File: src/rtl/seg_scan_driver_if.sv
// Bus between the game-play datapath and the seven-segment scanner:
// four per-digit cathode patterns in, scanned anode/cathode drive out.
interface seg_scan_driver_if;
  logic [7:0] seg0;
  logic [7:0] seg1;
  logic [7:0] seg2;
  logic [7:0] seg3;
  logic [3:0] an;
  logic [7:0] segOut;
  logic       frameStart;

  modport master (
    output seg0, seg1, seg2, seg3,
    input  an, segOut, frameStart
  );

  modport slave (
    input  seg0, seg1, seg2, seg3,
    output an, segOut, frameStart
  );
endinterface

File: src/rtl/seg_scan_driver.sv
// Time-multiplexed 4-digit common-anode display scanner with per-slot
// blanking and a once-per-frame snapshot of the digit patterns.
module seg_scan_driver #(
  parameter int TICK_DIV     = 100000,
  parameter int BLANK_CYCLES = 1000
) (
  input  logic        Clk100M,
  input  logic        Rst_n,
  seg_scan_driver_if.slave segBus
);
  localparam int CNT_W = $clog2(TICK_DIV);
  localparam logic [CNT_W-1:0] TICK_LAST = CNT_W'(TICK_DIV - 1);
  localparam logic [CNT_W-1:0] BLANK_END = CNT_W'(BLANK_CYCLES);

  logic [CNT_W-1:0] cntReg;
  logic [1:0]       digReg;
  logic [7:0]       shadowReg [4];
  logic [7:0]       segIn     [4];
  logic [3:0]       anReg;
  logic [7:0]       segOutReg;
  logic             frameStartReg;
  logic             frameEdge;

  assign segIn[0] = segBus.seg0;
  assign segIn[1] = segBus.seg1;
  assign segIn[2] = segBus.seg2;
  assign segIn[3] = segBus.seg3;

  assign frameEdge = (cntReg == '0) && (digReg == 2'd0);

  // The snapshot lands while cnt==0, which is always blanked, so the
  // cathode bus never changes under a lit anode.
  always_ff @(posedge Clk100M or negedge Rst_n) begin
    if (!Rst_n) begin
      cntReg        <= '0;
      digReg        <= 2'd0;
      for (int i = 0; i < 4; i++) shadowReg[i] <= 8'hFF;
      anReg         <= 4'b1111;
      segOutReg     <= 8'hFF;
      frameStartReg <= 1'b0;
    end else begin
      if (cntReg == TICK_LAST) begin
        cntReg <= '0;
        digReg <= digReg + 2'd1;
      end else begin
        cntReg <= cntReg + 1'b1;
      end

      if (frameEdge) begin
        for (int i = 0; i < 4; i++) shadowReg[i] <= segIn[i];
      end

      if (cntReg < BLANK_END) begin
        anReg     <= 4'b1111;
        segOutReg <= 8'hFF;
      end else begin
        anReg     <= ~(4'b0001 << digReg);
        segOutReg <= shadowReg[digReg];
      end

      frameStartReg <= frameEdge;
    end
  end

  assign segBus.an         = anReg;
  assign segBus.segOut     = segOutReg;
  assign segBus.frameStart = frameStartReg;
endmodule

File: src/flat_wrapper.sv
// flat-port wrapper written by rule: the top's interface ports become plain ports
module seg_scan_driver_flat 
#(
  parameter int TICK_DIV     = 100000,
  parameter int BLANK_CYCLES = 1000
)
  (Clk100M, Rst_n, segBus_seg0, segBus_seg1, segBus_seg2, segBus_seg3, segBus_an, segBus_segOut, segBus_frameStart);
  seg_scan_driver_if segBus_i ();
  input  logic Clk100M;
  input  logic Rst_n;
  input wire logic [$bits(segBus_i.seg0)-1:0] segBus_seg0;
  input wire logic [$bits(segBus_i.seg1)-1:0] segBus_seg1;
  input wire logic [$bits(segBus_i.seg2)-1:0] segBus_seg2;
  input wire logic [$bits(segBus_i.seg3)-1:0] segBus_seg3;
  output wire logic [$bits(segBus_i.an)-1:0] segBus_an;
  output wire logic [$bits(segBus_i.segOut)-1:0] segBus_segOut;
  output wire logic [$bits(segBus_i.frameStart)-1:0] segBus_frameStart;
  assign segBus_i.seg0 = segBus_seg0;
  assign segBus_i.seg1 = segBus_seg1;
  assign segBus_i.seg2 = segBus_seg2;
  assign segBus_i.seg3 = segBus_seg3;
  assign segBus_an = segBus_i.an;
  assign segBus_segOut = segBus_i.segOut;
  assign segBus_frameStart = segBus_i.frameStart;
  seg_scan_driver #(.TICK_DIV(TICK_DIV), .BLANK_CYCLES(BLANK_CYCLES)) u_core (.Clk100M(Clk100M), .Rst_n(Rst_n), .segBus(segBus_i));
endmodule
File: config.mk
export PLATFORM = sky130hd
export DESIGN_NAME = seg_scan_driver_flat
export DESIGN_NICKNAME = d
export VERILOG_FILES = /design/src/rtl/seg_scan_driver_if.sv /design/src/rtl/seg_scan_driver.sv /design/src/flat_wrapper.sv
export SDC_FILE = /design/constraint.sdc
export NUM_CORES = 1
export LEC_CHECK = 0
export CAP_MARGIN = 15
export CORE_UTILIZATION = 61
export CTS_CLUSTER_DIAMETER = 150
export DETAILED_ROUTE_END_ITERATION = 6
export DONT_BUFFER_PORTS = 1
export HOLD_SLACK_MARGIN = 0.08
export PLACE_DENSITY = 0.77
export SETUP_SLACK_MARGIN = 0.1
export SYNTH_ARGS = -nofsm -noshare
export SYNTH_HDL_FRONTEND = slang
export SYNTH_SLANG_ARGS = --single-unit
File: constraint.sdc
create_clock -name Clk100M -period 3.7 [get_ports Clk100M]
set_input_delay 0.74 -clock Clk100M [delete_from_list [all_inputs] [get_ports Clk100M]]
set_output_delay 0.74 -clock Clk100M [all_outputs]
set_load 0.01 [all_outputs]
==> out/metrics.csv <==
stage;metric;value;unit
worst_setup_path;critPathLaunchType;flip-flop;
status;status;completed;
synth;synth_top_area_share;40.5;%
cells_and_area;layout-drive-gt1-share;52.1;%
clock_tree;cts_resized;0;
synth;synth-seq-cells;64;
detailed_routing;vias;1625;
timing;min_period_over_period;67.4;%
power;vdd_drop_max;0.000330;V
floorplan;io_pins;47;
clock_tree;clk_latency;0.33;ns
floorplan;fp.dieH;70.4;µm
timing;fin_skew;0.00914;ns
detailed_routing;dr.pass1.iters;4;
timing;period_minus_slack;2.50;ns
grt;grt_max_degree;65;
worst_setup_path;path_class;flip-flop to flip-flop;
min_path;hp-class;input port to async pin;
synth;synth_area_leaders;dfstp_2 (41%), dfrtp_1 (18%), mux2_2 (13%), mux4_2 (6.3%), xnor2_1 (3.1%);
grt;grt_pass1_vias;1620;
floorplan;coreArea;4410;µm²
worst_setup_path;endpoint_kind;flip-flop;
run;drv_cap;0;
cells_and_area;antennaDiodeCount;0;
synth;yosys_warnings;0;
worst_setup_path;cp_max_fo;32;
cells_and_area;fin_nets;249;
placement;gp_congestion;0.902;
grt;antenna_found_initial;0;
timing;final_max_slew_viol_count;0;
timing;setup_viol;0;
detailed_routing;drc;0;
timing;worst_pin_slew;0.667;ns
clock_tree;clock-sinks;64;
floorplan;die_w;70.4;µm
detailed_routing;initialDrtViolationCount;92;
cells_and_area;areaGrowthSynthToFinish;7.37;%
cells_and_area;fillerInstances;309;
worst_setup_path;crit_required;3.95;ns
synth;synth_top_cell_by_area;dfstp_2;
timing;postLayoutSetupSlackWorst;1.20;ns
timing;fin_setup_tns;0;ns
worst_setup_path;crit_arrival;2.75;ns
detailed_routing;wirelength;4.76;mm
placement;io_buffers;0;
grt;grt_pass1_wl;7.93;mm
clock_tree;cts_root_buffer;clkbuf_8;
placement;pre_cts_ws;1.20;ns
timing;rsz0062_at_grt;false;
detailed_routing;avgRoutedWirePerCell;18.0;µm
detailed_routing;vias_per_cell;6.13;
clock_tree;clk_path_buf_depth;2;
clock_tree;postCtsSetupBuffers;0;
timing;slew_headroom;55.5;%
grt;grt_overflow;0;
synth;syn_area;2850;µm²
timing;hold_viol_final;0;
detailed_routing;ant_nets;0;
clock_tree;clkSlewWorstSetupHoldPaths;0.07;ns
floorplan;start_util;64.6;%
grt;grt_usage;21.9;%
synth;avgSynthCellArea;14.1;µm²
timing;fmax;401;MHz
clock_tree;hold_buffers;1;
floorplan;num_rows;24;
synth;ys_seq_area_share;58.1;%
power;cellPowerDensity;416;nW/µm²
placement;dp_hpwl;3.09;mm
clock_tree;numCtsBuffers;9;
floorplan;dieArea;4950;µm²
power;p_leak;0.00117;µW
clock_tree;ctsHtreeMaxLevel;3;
clock_tree;tritoncts;yes;
synth;synth_fp_nets;242;
synth;synth_cell_types;29;
synth;syn_inst;202;
synth_stat cells (all sizes together):
library cell	instances
nor2	11
and4	2
dfstp	44
nand4	7
xor2	5
o21ba	1
clkbuf	5
inv	5
dfrtp	20
or2	8
nand3	6
xnor2	10
or3	1
nor4	4
and2	1
or4	3
buf	3
nor4b	1
ha	6
mux4	8
nor3	4
mux2i	1
mux2	33
or4b	1
o21bai	1
nand2	11
placed cells by master (no fill, tap or decap), drive strengths merged:
cell type	synthesis	final
dfstp	44	44
mux2	33	33
dfrtp	20	20
clkbuf	5	13
nand2	11	11
nor2	11	11
xnor2	10	10
mux4	8	8
or2	8	8
nand4	7	7
nand3	6	6
ha	6	6
inv	5	5
xor2	5	5
nor4	4	4
nor3	4	4
or4	3	3
and4	2	2
clkinvlp	0	2
dlygate4sd3	0	2
or3	1	1
or4b	1	1
and2	1	1
o21ba	1	1
o21bai	1	1
nor4b	1	1
mux2i	1	1
clkinv	0	1
buf	3	1
per-layer routing:
layer	GRT usage, %	routed length, µm	vias up
met5	0	0	-
met4	12.9	94	0
met3	6.06	248	10
met2	33.3	2350	67
met1	28.0	2070	816
li1	-	-	732
sequential cells by signal, indices dropped and copies added (netlist names):
name,cells
u_core.digReg,2
u_core.cntReg,17
u_core.segBus.segOut,8
u_core.segBus.an,4
u_core.shadowReg,32
u_core.segBus.frameStart,1
worst max-delay path: stages (launching register included):
cell	delay, ns
dfrtp_1	0.43
or4_1	0.57
or4_4	0.47
nor3_4	0.16
buf_4	0.38
mux2_2	0.40
path summary, 6_finish.rpt:
path	slack, ns	cells past startpoint	startpoint	end
max	1.20	5	u_core.cntReg[11]	u_core.shadowReg[16]
max in group asynchronous	2.72	1	Rst_n	u_core.digReg[1]
min in group Clk100M	0.50	1	u_core.cntReg[13]	u_core.cntReg[13]
min reg2reg	0.50	1	u_core.cntReg[13]	u_core.cntReg[13]
max reg2reg	1.20	5	u_core.cntReg[11]	u_core.shadowReg[16]
min	0.10	0	Rst_n	u_core.cntReg[4]
cells by family after synthesis:
family | count (synthesis) | share of synthesized area (%)
flip-flops | 64 | 58.1
AND/OR/NAND/NOR | 60 | 11.8
multiplexers | 42 | 19.7
XOR/XNOR | 15 | 4.61
buffers and inverters | 13 | 2.50
adder cells (fa/ha/maj) | 6 | 2.63
AO/OA/AOI/OAI | 2 | 0.614
where the power goes:
group	internal (µW)	total, µW	leakage (µW)	switching, µW
registers	733	742	0.000728	9.11
logic	19.9	27.8	0.000360	7.88
clock network	257	504	0.0000785	247
total	1010	1270	0.00117	264
stage by stage:
step | power (µW) | instances | cell area [µm²] | util [%] | hold slack (ns)
5_1_grt | 1320 | 265 | 3060 | 69.4 | 0.0833
4_1_cts | 1290 | 263 | 3050 | 69.0 | 0.0801
3_3_place_gp | 773 | 247 | 2870 | 65.1 | 0.446
2_1_floorplan | 771 | 202 | 2850 | - | 0.444
3_5_place_dp | 777 | 247 | 2870 | 65.1 | 0.447
6_report | 1270 | 265 | 3060 | 69.4 | 0.102
final cells by class:
| class | count | area (µm²) | area share (%) |
|---|---|---|---|
| clock buffer | 12 | 145 | 4.74 |
| timing repair buffer | 4 | 32.5 | 1.06 |
| sequential | 64 | 1660 | 54.1 |
| multi-input combinational | 125 | 1120 | 36.7 |
| clock inverter | 3 | 20.0 | 0.654 |
| tap | 52 | 65.1 | 2.13 |
| inverter | 5 | 18.8 | 0.613 |
Power figures use the tool's default switching activity.
